--- src/rtl/legv8_pkg.sv ---
// Shared LEGv8 definitions: PC-select encodings, fetch-stage state and bus widths.
package legv8_pkg;

  localparam int unsigned INSTR_W = 32;
  localparam int unsigned ADDR_W  = 64;
  localparam int unsigned CNT_W   = 32;

  localparam logic [1:0] PS_HOLD   = 2'b00;
  localparam logic [1:0] PS_INC    = 2'b01;
  localparam logic [1:0] PS_REG    = 2'b10;
  localparam logic [1:0] PS_BRANCH = 2'b11;

  typedef enum logic {
    FETCH = 1'b0,
    EXEC  = 1'b1
  } fetch_state_e;

  // Force an address onto a 4-byte instruction boundary.
  function automatic logic [ADDR_W-1:0] word_align(input logic [ADDR_W-1:0] a);
    return a & ~ADDR_W'(3);
  endfunction

endpackage

--- src/rtl/fetch_unit_if.sv ---
// Instruction-memory request/ready handshake between the fetch unit and instruction memory.
interface fetch_unit_if;
  import legv8_pkg::*;

  logic               req;
  logic [ADDR_W-1:0]  addr;
  logic               ready;
  logic [INSTR_W-1:0] rdata;

  modport master (output req, output addr, input ready, input rdata);
  modport slave  (input req, input addr, output ready, output rdata);

endinterface

--- src/rtl/pc_next_logic.sv ---
// Combinational next-PC selection: hold, sequential, register target, or PC-relative branch.
module pc_next_logic
  import legv8_pkg::*;
(
  input  logic [ADDR_W-1:0] pc,
  input  logic [1:0]        ps,
  input  logic [ADDR_W-1:0] k,
  input  logic [ADDR_W-1:0] pc_in,
  output logic [ADDR_W-1:0] next_pc,
  output logic [ADDR_W-1:0] pc_plus4
);

  logic [ADDR_W-1:0] branch_off;

  assign pc_plus4   = pc + ADDR_W'(4);
  // Word offset to byte offset; the top two bits of K fall off the end.
  assign branch_off = k << 2;

  always_comb begin
    next_pc = pc;
    case (ps)
      PS_HOLD:   next_pc = pc;
      PS_INC:    next_pc = pc_plus4;
      PS_REG:    next_pc = word_align(pc_in);
      PS_BRANCH: next_pc = pc_plus4 + branch_off;
      default:   next_pc = pc;
    endcase
  end

endmodule

--- src/rtl/fetch_unit.sv ---
// Fetch/PC stage: fetches into the instruction register, then steps the PC from the control word.
module fetch_unit
  import legv8_pkg::*;
#(
  parameter logic [ADDR_W-1:0] RESET_PC = 64'h0
) (
  input  logic                clock,
  input  logic                reset,
  input  logic [1:0]          PS,
  input  logic [ADDR_W-1:0]   K,
  input  logic [ADDR_W-1:0]   pc_in,
  input  logic                EN_PC,
  fetch_unit_if.master        imem,
  output logic [INSTR_W-1:0]  instruction,
  output logic                instr_valid,
  output logic [ADDR_W-1:0]   pc,
  output logic [ADDR_W-1:0]   link_data,
  output logic                link_en,
  output logic [CNT_W-1:0]    instr_count
);

  fetch_state_e       state_q, state_d;
  logic [ADDR_W-1:0]  pc_q, pc_d;
  logic [INSTR_W-1:0] ir_q, ir_d;
  logic [CNT_W-1:0]   cnt_q, cnt_d;
  logic               req_q, req_d;
  logic               valid_q, valid_d;
  logic [ADDR_W-1:0]  next_pc;
  logic [ADDR_W-1:0]  pc_plus4;

  pc_next_logic u_pc_next (
    .pc       (pc_q),
    .ps       (PS),
    .k        (K),
    .pc_in    (pc_in),
    .next_pc  (next_pc),
    .pc_plus4 (pc_plus4)
  );

  // State register.
  always_ff @(posedge clock or negedge reset) begin
    if (!reset) state_q <= FETCH;
    else        state_q <= state_d;
  end

  // Next state plus PC/IR/counter updates; memory ready only counts while a request is out.
  always_comb begin
    state_d = state_q;
    pc_d    = pc_q;
    ir_d    = ir_q;
    cnt_d   = cnt_q;
    case (state_q)
      FETCH: begin
        if (req_q && imem.ready) begin
          ir_d    = imem.rdata;
          state_d = EXEC;
        end
      end
      EXEC: begin
        if (PS != PS_HOLD) begin
          pc_d    = next_pc;
          cnt_d   = cnt_q + CNT_W'(1);
          state_d = FETCH;
        end
      end
      default: state_d = FETCH;
    endcase
    req_d   = (state_d == FETCH);
    valid_d = (state_d == EXEC);
  end

  // Datapath and registered handshake flags; req stays low through reset and its first release cycle.
  always_ff @(posedge clock or negedge reset) begin
    if (!reset) begin
      pc_q    <= RESET_PC;
      ir_q    <= '0;
      cnt_q   <= '0;
      req_q   <= 1'b0;
      valid_q <= 1'b0;
    end else begin
      pc_q    <= pc_d;
      ir_q    <= ir_d;
      cnt_q   <= cnt_d;
      req_q   <= req_d;
      valid_q <= valid_d;
    end
  end

  assign imem.req    = req_q;
  assign imem.addr   = pc_q;
  assign instruction = ir_q;
  assign instr_valid = valid_q;
  assign pc          = pc_q;
  assign link_data   = pc_plus4;
  assign link_en     = EN_PC & valid_q;
  assign instr_count = cnt_q;

endmodule

--- src/flat_wrapper.sv ---
// flat-port wrapper written by rule: the top's interface ports become plain ports
module fetch_unit_flat import legv8_pkg::*;
#(
  parameter logic [ADDR_W-1:0] RESET_PC = 64'h0
)
  (clock, reset, PS, K, pc_in, EN_PC, instruction, instr_valid, pc, link_data, link_en, instr_count, imem_req, imem_addr, imem_ready, imem_rdata);
  fetch_unit_if imem_i ();
  input  logic clock;
  input  logic reset;
  input  logic [1:0] PS;
  input  logic [ADDR_W-1:0] K;
  input  logic [ADDR_W-1:0] pc_in;
  input  logic EN_PC;
  output logic [INSTR_W-1:0] instruction;
  output logic instr_valid;
  output logic [ADDR_W-1:0] pc;
  output logic [ADDR_W-1:0] link_data;
  output logic link_en;
  output logic [CNT_W-1:0] instr_count;
  output wire logic [$bits(imem_i.req)-1:0] imem_req;
  output wire logic [$bits(imem_i.addr)-1:0] imem_addr;
  input wire logic [$bits(imem_i.ready)-1:0] imem_ready;
  input wire logic [$bits(imem_i.rdata)-1:0] imem_rdata;
  assign imem_req = imem_i.req;
  assign imem_addr = imem_i.addr;
  assign imem_i.ready = imem_ready;
  assign imem_i.rdata = imem_rdata;
  fetch_unit #(.RESET_PC(RESET_PC)) u_core (.clock(clock), .reset(reset), .PS(PS), .K(K), .pc_in(pc_in), .EN_PC(EN_PC), .imem(imem_i), .instruction(instruction), .instr_valid(instr_valid), .pc(pc), .link_data(link_data), .link_en(link_en), .instr_count(instr_count));
endmodule
--- config.mk ---
export PLATFORM = sky130hd
export DESIGN_NAME = fetch_unit_flat
export DESIGN_NICKNAME = d
export VERILOG_FILES = /design/src/rtl/legv8_pkg.sv /design/src/rtl/fetch_unit_if.sv /design/src/rtl/pc_next_logic.sv /design/src/rtl/fetch_unit.sv /design/src/flat_wrapper.sv
export SDC_FILE = /design/constraint.sdc
export NUM_CORES = 1
export LEC_CHECK = 0
export ABC_CLOCK_PERIOD_IN_PS = 5350
export BUFFER_PORTS_ARGS = -buffer_cell sky130_fd_sc_hd__clkbuf_2
export CAP_MARGIN = 25
export CORE_AREA = 3 3 165 167
export DETAILED_ROUTE_END_ITERATION = 7
export DIE_AREA = 0 0 168 170
export PLACE_DENSITY = 0.78
export SLEW_MARGIN = 10
export SYNTH_ARGS = -nofsm -noshare
export SYNTH_HDL_FRONTEND = slang
export SYNTH_HIERARCHICAL = 1
export SYNTH_SLANG_ARGS = --single-unit
--- constraint.sdc ---
create_clock -name clock -period 5.35 [get_ports clock]
set_input_delay 0.535 -clock clock [delete_from_list [all_inputs] [get_ports clock]]
set_output_delay 0.535 -clock clock [all_outputs]
set_load 0.01 [all_outputs]
After elaboration in Yosys (flattened, before gate mapping) --
Index checks and enable logic that the tools add are counted.
Word-level totals: output and inout port bits 259, flip-flop bits (word level) 130, input bits 166
Operators by class: reduce and logical (&&, ||, !) cells 6, muxes and demuxes 4, add/subtract/negate cells 3, bitwise gates (word level) 4, eq/ne operators 3
Operators by type and width (count):
- 64-bit one-hot mux with 3 select lines | 1
- 64-bit by 3-bit adder with 64-bit output (second input constant) | 1
- 64-bit adder | 1
- 32-bit by 1-bit adder with 32-bit output (second input constant) | 1
- 2-bit == test (second input constant) | 2
- 2-bit AND reduction | 2
- 1-bit inverter | 3
- 3-bit AND reduction | 1
- 2-bit by 1-bit == test with 1-bit output (second input constant) | 1
- 2-bit logical NOT | 1
- 1-bit two-way mux | 2
- 1-bit one-hot mux with 2 select lines | 1
- 2-bit nonzero test | 1
- 1-bit bitwise AND | 1
- 1-bit logical AND | 1

Logic depth before layout (Yosys ltp) --
Gate-level depths: netlist of the first run.
depth after elaboration 4, mapped depth 24, depth with buffers taken out 21

Cells and area by module --
The synthesis of the first run kept the hierarchy.
By module, submodules not included:
- pc_next_logic | area each 7257.0 µm², cells each 1143, times used 1
- fetch_unit | area each 5640.4 µm², cells each 549, times used 1

Worst setup path before layout of the first run --
OpenSTA, ideal clock, no wires.
path kind register to register, start reg u_core.pc_q[7] (netlist: u_core/imem.addr[7]), end reg u_core.pc_q[57] (netlist: u_core/imem.addr[57]), setup slack 644 ps, clock period less this slack 4706 ps, data required time 5233 ps, arrival 4589 ps, cell stages (with the launch flop) 24, cell sequence dfrtp_1 buf_4 and4_4 nand4_4 or2_2 clkbuf_1 nor2_1 nand2_1 nor2_1 xor2_1 ha_1 clkbuf_1 a21oi_1 o21ai_0 a21oi_1 nor3_1 or2_2 a21oi_1 o31ai_2 a21o_1 a41o_1 or3_1 nand2_1 nand2_1
On the way: cells in the longest elaborated chain, start to end 3
RTL lines:
- from (decl) | line fetch_unit.sv:23 | logic [ADDR_W-1:0] pc_q, pc_d;
- from (signal assigned) | line fetch_unit.sv:81 | pc_q <= pc_d;
- 64-bit by 3-bit adder with 64-bit output | line pc_next_logic.sv:15 | assign pc_plus4 = pc + ADDR_W'(4);
- named net link_data[34] | line flat_wrapper.sv:17 | output logic [ADDR_W-1:0] link_data;
- 64-bit adder | line pc_next_logic.sv:25 | PS_BRANCH: next_pc = pc_plus4 + branch_off;
- 64-bit one-hot mux with 3 select lines | line pc_next_logic.sv:21 | case (ps)
- named net u_core.next_pc[57] | line fetch_unit.sv:28 | logic [ADDR_W-1:0] next_pc;
The timed path passes the listed nets, and every way through them passes these cells. A chain may end at the register's enable or synchronous reset.

Final worst setup path of the first run --
start reg u_core.pc_q[6] (netlist: u_core/imem.addr[6]), end reg u_core.pc_q[50] (netlist: u_core/imem.addr[50])
On the way: cells in the longest elaborated chain, start to end 3
RTL lines (line):
- 64-bit by 3-bit adder with 64-bit output (*) | pc_next_logic.sv:15
- 64-bit adder | pc_next_logic.sv:25
- 64-bit one-hot mux with 3 select lines (*) | pc_next_logic.sv:21
- named net u_core.next_pc[50] | fetch_unit.sv:28
The timed path passes the listed nets; every way through them passes the cells marked *.

==> run_results.csv, run 1 <==
group,metric,value,unit
yosys,synth_xor_area_frac,0.1350,
setup_path,cp_slowest_stage_delay,0.51,ns
yosys,synth_compound_area_frac,0.1497,
power,switching_share,0.5130,
finish,final_common_cell,"clkbuf_2",
floorplan,dieArea,28560,um2
routing,routedWlPerCell,19.98,um
setup_path,startpoint_type,"flip-flop",
global_routing,grt_pass1_vias,13350,
yosys,synth_ff_type,"dfrtp_1",
clocking,insertion_delay,0.43,ns
finish,drive_gt1_frac,0.2861,
yosys,synth_area,12900,um2
floorplan,fp.dieH,170,um
power,power_frac_comb,0.653,
floorplan,coreArea,25910,um2
setup_path,rr_startpoint,"u_core/imem.addr[6]$_DFFE_PN0P_",
floorplan,start_util,0.4978,
power,peakVddDrop,0.0003278,V
power,seqPwrFrac,0.208,
sta,finalHoldViolCount,0,
clocking,tritoncts,"yes",
routing,drtPass1Iterations,5,
yosys,async_reset_ff_frac,1.000,
routing,dr.first_iter.drc_count,1315,
power,p_total,0.008955,W
finish,final_cell_mix,"clkbuf_2 (417), nand2_1 (353), a21oi_1 (142)",
setup_path,critPathKind,"reg -> reg",
finish,stdcell_area,15700,um2
yosys,yosys.area_share.adder,0.07625,
floorplan,rows,59,
power,power.leakage,7.880,nW
clocking,h-tree-depth,4,
routing,ant_nets,0,
setup_path,timing.critical_path.buf_inv,0,
yosys,synth_top_family_by_area,"simple AND/OR/NAND/NOR gates",
sta,fin_skew,0.01686,ns
yosys,synth_area_leaders,"dfrtp_1 (25%), nand2_1 (10%), xnor2_1 (7.8%)",
sta,rsz0062_at_grt,"false",
yosys,synth_top_area_share,0.2522,
setup_path,critPathCaptureType,"flip-flop",
yosys,syn_area_per_cell,7.623,um2
sta,finalSetupTns,0,ns
routing,viasPerCell,5.824,
power,p_int,0.004361,W
yosys,synth_nets,1936,
power,pwr-share-clk,0.140,
global_routing,grt_pass1_wl,73.65,mm
placement,gp_congestion,1.002,
floorplan,dieWidth,168,um
sta,maxSlewHeadroom,0.3815,
yosys,seq_area_frac_synth,0.2522,
setup_path,crit_fanout,6,
setup_path,startpoint,"u_core/imem.addr[6]$_DFFE_PN0P_",
sta,min_period,5.110,ns
run,drv_cap,0,
clocking,cts.clk_slew.worst_paths,0.07,ns
yosys,synth_area_leader_cell,"dfrtp_1",
finish,fin_nets,2293,
sta,finalCritPeriodShare,0.9551,
placement,dpl_cell_area,15080,um2
clocking,cts.sinks,130,
routing,wl,47.90,mm
sta,slew_violations,0,
power,power_density,570.3,nW/um2
finish,nFillCells,2381,
yosys,synth_warnings,6,
finish,syn2layout_area_growth,21.74,%
setup_path,arrival,5.46,ns
setup_path,cpMostUsedCell,"nand2_1",
setup_path,cp.required,5.70,ns
setup_path,cpMaxStageDelayCell,"dfrtp_1",
floorplan,num_io_pins,425,
sta,fmax,195.7,MHz
global_routing,gr-usage-all-layers,0.3207,
clocking,clockRootBuffer,"clkbuf_16",
setup_path,cp_top_family,"simple AND/OR/NAND/NOR gates",
routing,drc,0,
run_status,status,"finished, final reports clean",
sta,tightestPinTransition,0.9258,ns
placement,dpl.hpwl,36.64,mm
sta,setup_viol,0,
placement,numPortBuffers,420,
yosys,synthCells,1692,
power,switchingPower,0.004594,W
worst_hold_path,hold_path_class,"in -> async",
clocking,cts_buffer_depth,2,
sta,holdWs,0.1991,ns
yosys,muxShareOfSynthArea,0.04851,
routing,vias,13970,
yosys,synth.ff_latch_count,130,
global_routing,grt_max_degree,92,
setup_path,path_cells,"and2_1 > and3_2 > and3_1 > and2_1 > nand2_1 > nor2_1 > nand3_1 > xnor2_1 > ha_1 > nand2_1 > nor2_1 > nand2_1 > or3_1 > o2111ai_1 > nand4_1 > nand2_1 > o21bai_1 > a31o_2 > nor3_1 > nand2_1 > nand2_1",
yosys,synthDistinctLibCells,75,
yosys,synth_enable_flop_cells,0,
global_routing,grt-ovfl-total,0,
yosys,synth-simple-area-share,0.2654,
clocking,cts_buffers,17,
global_routing,antenna_found_initial,1,
-- worst reg2reg max path, cell delays in order, from the launching register on --
cell and delay [ns]:
dfrtp_1 0.51, and2_1 0.31, and3_2 0.29, and3_1 0.23
and2_1 0.17, nand2_1 0.09, nor2_1 0.25, nand3_1 0.14
xnor2_1 0.19, ha_1 0.38, nand2_1 0.15, nor2_1 0.20
nand2_1 0.15, or3_1 0.35, o2111ai_1 0.41, nand4_1 0.24
nand2_1 0.13, o21bai_1 0.17, a31o_2 0.25, nor3_1 0.30
nand2_1 0.09, nand2_1 0.08
-- power by group through the flow --
stage / registers [W] / clock network [W] / logic [W]
after floorplan: 0.00196 / 0 / 0.00375
after global placement: 0.00185 / 0 / 0.00565
after detailed placement: 0.00187 / 0 / 0.00572
after CTS: 0.00185 / 0.00127 / 0.00575
after global routing: 0.00192 / 0.00131 / 0.00635
final: 0.00186 / 0.00125 / 0.00584
-- metrics by stage --
stage / setup WS, ns / utilization / std cells
after floorplan: 0.6441 / - / 1692
after global placement: 0.4755 / 0.5820 / 2365
after detailed placement: 0.3989 / 0.5820 / 2365
after CTS: 0.3385 / 0.6054 / 2397
after global routing: 0.007430 / 0.6060 / 2398
final: 0.2401 / 0.6060 / 2398
-- cell families after synthesis --
logic type	Yosys count
and+or+nand+nor	729
AOI/OAI and AO/OA	326
xor gates and xnor gates	198
buffers and inverters	174
DFF	130
adders and majority gates	78
muxes	57
-- cell type report --
cell class,count,area (um2),share of cell area
diodes,1,2.502,0.0001594
multi-input cells,1388,8736,0.5564
repair buffers,481,2569,0.1636
clock inverters,15,180.2,0.01148
well taps,335,419.2,0.02670
flip-flops and latches,130,3253,0.2072
clock buffers,17,425.4,0.02709
inverters,31,116.4,0.007411
-- final timing paths --
path                                                      end  slack (ns)  cells after the start
max in group asynchronous    u_core/imem.addr[53]$_DFFE_PN0P_        4.00                      2
max                          u_core/imem.addr[50]$_DFFE_PN0P_        0.24                     21
min in group clock         u_core/instruction[28]$_DFFE_PN0P_        0.33                      2
min                        u_core/instr_count[31]$_DFFE_PN0P_        0.20                      1
min reg2reg                u_core/instr_count[31]$_DFFE_PN0P_        0.47                      1
max reg2reg                  u_core/imem.addr[50]$_DFFE_PN0P_        0.24                     21
-- synth_stat cells (all sizes together) (3+ instances only) --
cell	instances
a211oi	5
a21o	32
a21oi	142
a221oi	4
a311oi	3
a31oi	6
and2	17
and3	19
and4	12
buf	85
clkbuf	58
dfrtp	130
ha	77
inv	29
mux2	34
mux2i	22
nand2	355
nand2b	4
nand3	55
nand3b	3
nand4	51
nor2	126
nor2b	10
nor3	28
nor4	23
o211ai	7
o21a	4
o21ai	69
o21bai	17
o22ai	17
o31ai	4
or2	10
or3	7
or4	3
xnor2	116
xor2	82
-- routing by layer --
layer	part of all wire	wire [um]	vias up	global-route usage
met1	0.40	19370	6569	0.4151
met5	0	0	-	0
met4	0.035	1685	0	0.1206
li1	-	-	6518	-
met3	0.086	4136	117	0.05226
met2	0.47	22710	762	0.5417
-- sequential cells by signal, summed over array words and instances, names as in the netlist --
name	count
u_core/imem.req	1
u_core/instr_count	32
u_core/imem.addr	64
u_core/instr_valid	1
u_core/instruction	32
-- repair_timing --
| item | in CTS | in global routing |
|---|---|---|
| hold buffers | 0 | 0 |
| setup buffers | 0 | 0 |
| resized for setup | 0 | 3 |
| endpoints found under the setup margin | 0 | 3 |
No activity file was read; power rests on OpenSTA's default activity.
==> run 2, diff against run 1 <==
Settings changed: CORE_AREA 3 3 165 167 to default, CORE_ASPECT_RATIO from default to 0.9, CORE_MARGIN from default to 3, CORE_UTILIZATION from default to 53, CTS_BUF_LIST from default to sky130_fd_sc_hd__clkbuf_4 sky130_fd_sc_hd__clkbuf_8 sky130_fd_sc_hd__clkbuf_16, DIE_AREA 0 0 168 170 to default, PLACE_DENSITY 0.78 to 0.83.
==> run 2 against run 1 <==
Effect of this change:
- die area fell by 8.1%
- clock skew shrank 0.0017 ns
- non-clock buffer count fell by 21
- largest cell class unchanged
==> run_results.csv, run 2 (same netlist as run 1, synthesis figures left out) <==
group,metric,value,unit
placement,numPortBuffers,420,
global_routing,top_usage_layer,"met2",
global_routing,grt_pass1_wl,73.24,mm
global_routing,use_met2,0.5737,
finish,largest_reg_flops,64,
power,power_frac_comb,0.649,
clocking,insertion_delay,0.43,ns
routing,wl,47.88,mm
setup_path,startpoint_type,"flip-flop",
setup_path,rr_startpoint,"u_core/imem.addr[10]$_DFFE_PN0P_",
routing,ant_nets,0,
global_routing,grt_max_degree,89,
sta,tightestPinTransition,1.038,ns
floorplan,start_util,0.5463,
clocking,h-tree-depth,4,
global_routing,use_met1,0.4625,
routing,drc,0,
floorplan,dieArea,26250,um2
setup_path,reg2reg_slack,0.33,ns
worst_hold_path,hold_path_class,"in -> async",
setup_path,critPathCaptureType,"flip-flop",
clocking,tritoncts,"yes",
routing,viasPerCell,6.041,
routing,drtPass1Iterations,6,
finish,syn2layout_area_growth,20.07,%
setup_path,crit_fanout,6,
floorplan,fp.dieH,154.0,um
power,switchingPower,0.004580,W
sta,maxSlewHeadroom,0.3057,
global_routing,grtUsageMet3,0.07224,
placement,dpl.hpwl,36.81,mm
global_routing,gr-usage-all-layers,0.3511,
floorplan,coreArea,23610,um2
setup_path,r2r-end,"u_core/imem.addr[57]$_DFFE_PN0P_",
power,switching_share,0.5173,
run,drv_cap,0,
sta,finalSetupTns,0,ns
power,pwr-share-clk,0.136,
sta,finalHoldViolCount,0,
sta,fmax,199.0,MHz
floorplan,dieWidth,170.4,um
power,power.leakage,7.774,nW
setup_path,cp.required,5.68,ns
global_routing,antenna_found_initial,2,
global_routing,grt-ovfl-total,0,
sta,finalCritPeriodShare,0.9392,
clocking,post_cts_buffers,0,
clocking,clockRootBuffer,"clkbuf_16",
run_status,status,"finished, final reports clean",
finish,drive_gt1_frac,0.2798,
setup_path,arrival,5.35,ns
floorplan,num_io_pins,425,
clocking,cts.sinks,130,
finish,final_common_cell,"clkbuf_2",
finish,final_cell_mix,"clkbuf_2 (417), nand2_1 (353), a21oi_1 (142)",
finish,fin_nets,2272,
routing,vias,14170,
power,peakVddDrop,0.0003930,V
power,p_int,0.004274,W
sta,rsz0062_at_grt,"false",
clocking,cts.clk_slew.worst_paths,0.07,ns
setup_path,rr_worst_depth,19,
sta,fin_skew,0.01513,ns
sta,slew_violations,0,
placement,gp_congestion,0.9731,
floorplan,rows,53,
sta,setup_viol,0,
clocking,cts_buffers,17,
sta,min_period,5.025,ns
finish,nFillCells,2083,
routing,routedWlPerCell,20.42,um
routing,dr.first_iter.drc_count,1640,
power,p_total,0.008855,W
global_routing,grt_pass1_vias,13460,
setup_path,critPathKind,"reg -> reg",
clocking,cts_buffer_depth,2,
power,seqPwrFrac,0.215,
power,power_density,571.8,nW/um2
run 2: cell types whose count changed in the layout (fill, tap and decap cells not counted), sizes merged:
cell / change
buf: -21
clkinv: +1
inv: -2
diode: +1
clkbuf: +1
run 2: power groups by stage:
stage / logic [W] / registers (W) / clock network (W)
after floorplan: 0.00375 / 0.00196 / 0
after global placement: 0.00550 / 0.00188 / 0
after detailed placement: 0.00558 / 0.00190 / 0
after CTS: 0.00562 / 0.00189 / 0.00122
after global routing: 0.00621 / 0.00196 / 0.00127
final: 0.00575 / 0.00190 / 0.00121
run 2: cell type report:
type                    instances  area [um2]  area share
inverters                      31       116.4    0.007514
flip-flops and latches        130        3253      0.2101
well taps                     302       377.9     0.02440
diodes                          2       5.005   0.0003232
repair buffers                460        2411      0.1557
multi-input cells            1388        8747      0.5648
clock buffers                  18       432.9     0.02796
clock inverters                14       142.6    0.009211
run 2: through the flow:
step	area (um2)	setup slack [ns]	hold WS, ns	utilization	std cells
4_1_cts	15460	0.4103	0.2096	0.6548	2343
6_report	15490	0.3253	0.1720	0.6560	2345
3_3_place_gp	14880	0.4354	0.4652	0.6304	2311
3_5_place_dp	14880	0.4586	0.4707	0.6304	2311
2_1_floorplan	12900	0.6441	0.2394	-	1692
5_1_grt	15490	0.003996	0.2225	0.6560	2345
run 2: worst max path at each step:
stage	startpoint	endpoint	slack, ns	cells past startpoint
after CTS	u_core/imem.addr[16]$_DFFE_PN0P_	u_core/imem.addr[47]$_DFFE_PN0P_	0.41	19
final	u_core/imem.addr[10]$_DFFE_PN0P_	u_core/imem.addr[57]$_DFFE_PN0P_	0.33	19
after global routing	u_core/imem.addr[10]$_DFFE_PN0P_	u_core/imem.addr[47]$_DFFE_PN0P_	0.004	20
after global placement	u_core/imem.addr[16]$_DFFE_PN0P_	u_core/imem.addr[47]$_DFFE_PN0P_	0.44	19
after floorplan	u_core/imem.addr[7]$_DFFE_PN0P_	u_core/imem.addr[57]$_DFFE_PN0P_	0.64	23
after detailed placement	u_core/imem.addr[16]$_DFFE_PN0P_	u_core/imem.addr[47]$_DFFE_PN0P_	0.46	19
run 2: routing by layer:
metal,vias to the layer above,wire length (um)
li1,6478,-
met1,6668,19330
met2,909,22400
met3,110,4674
met4,0,1468
met5,-,0
run 2: worst max-delay path: stages (launching register included):
cell,delay (ns)
dfrtp_1,0.49
and4_4,0.31
and3_2,0.24
and3_1,0.22
and2_1,0.22
nand2_1,0.11
nor2_1,0.24
nand3_1,0.16
xnor2_2,0.19
ha_1,0.37
nand2_1,0.13
or4_1,0.54
o21ai_1,0.27
a21oi_1,0.23
o31ai_2,0.38
a21o_1,0.27
a21oi_1,0.08
or3_1,0.34
nand2_1,0.06
nand2_1,0.05
run 2: timing repair:
| item | 4_1_cts | 5_1_grt |
|---|---|---|
| gates resized for setup | 0 | 5 |
| hold buffers | 0 | 0 |
| hold endpoints to repair | 0 | 0 |
| endpoints found under the setup margin | 0 | 6 |
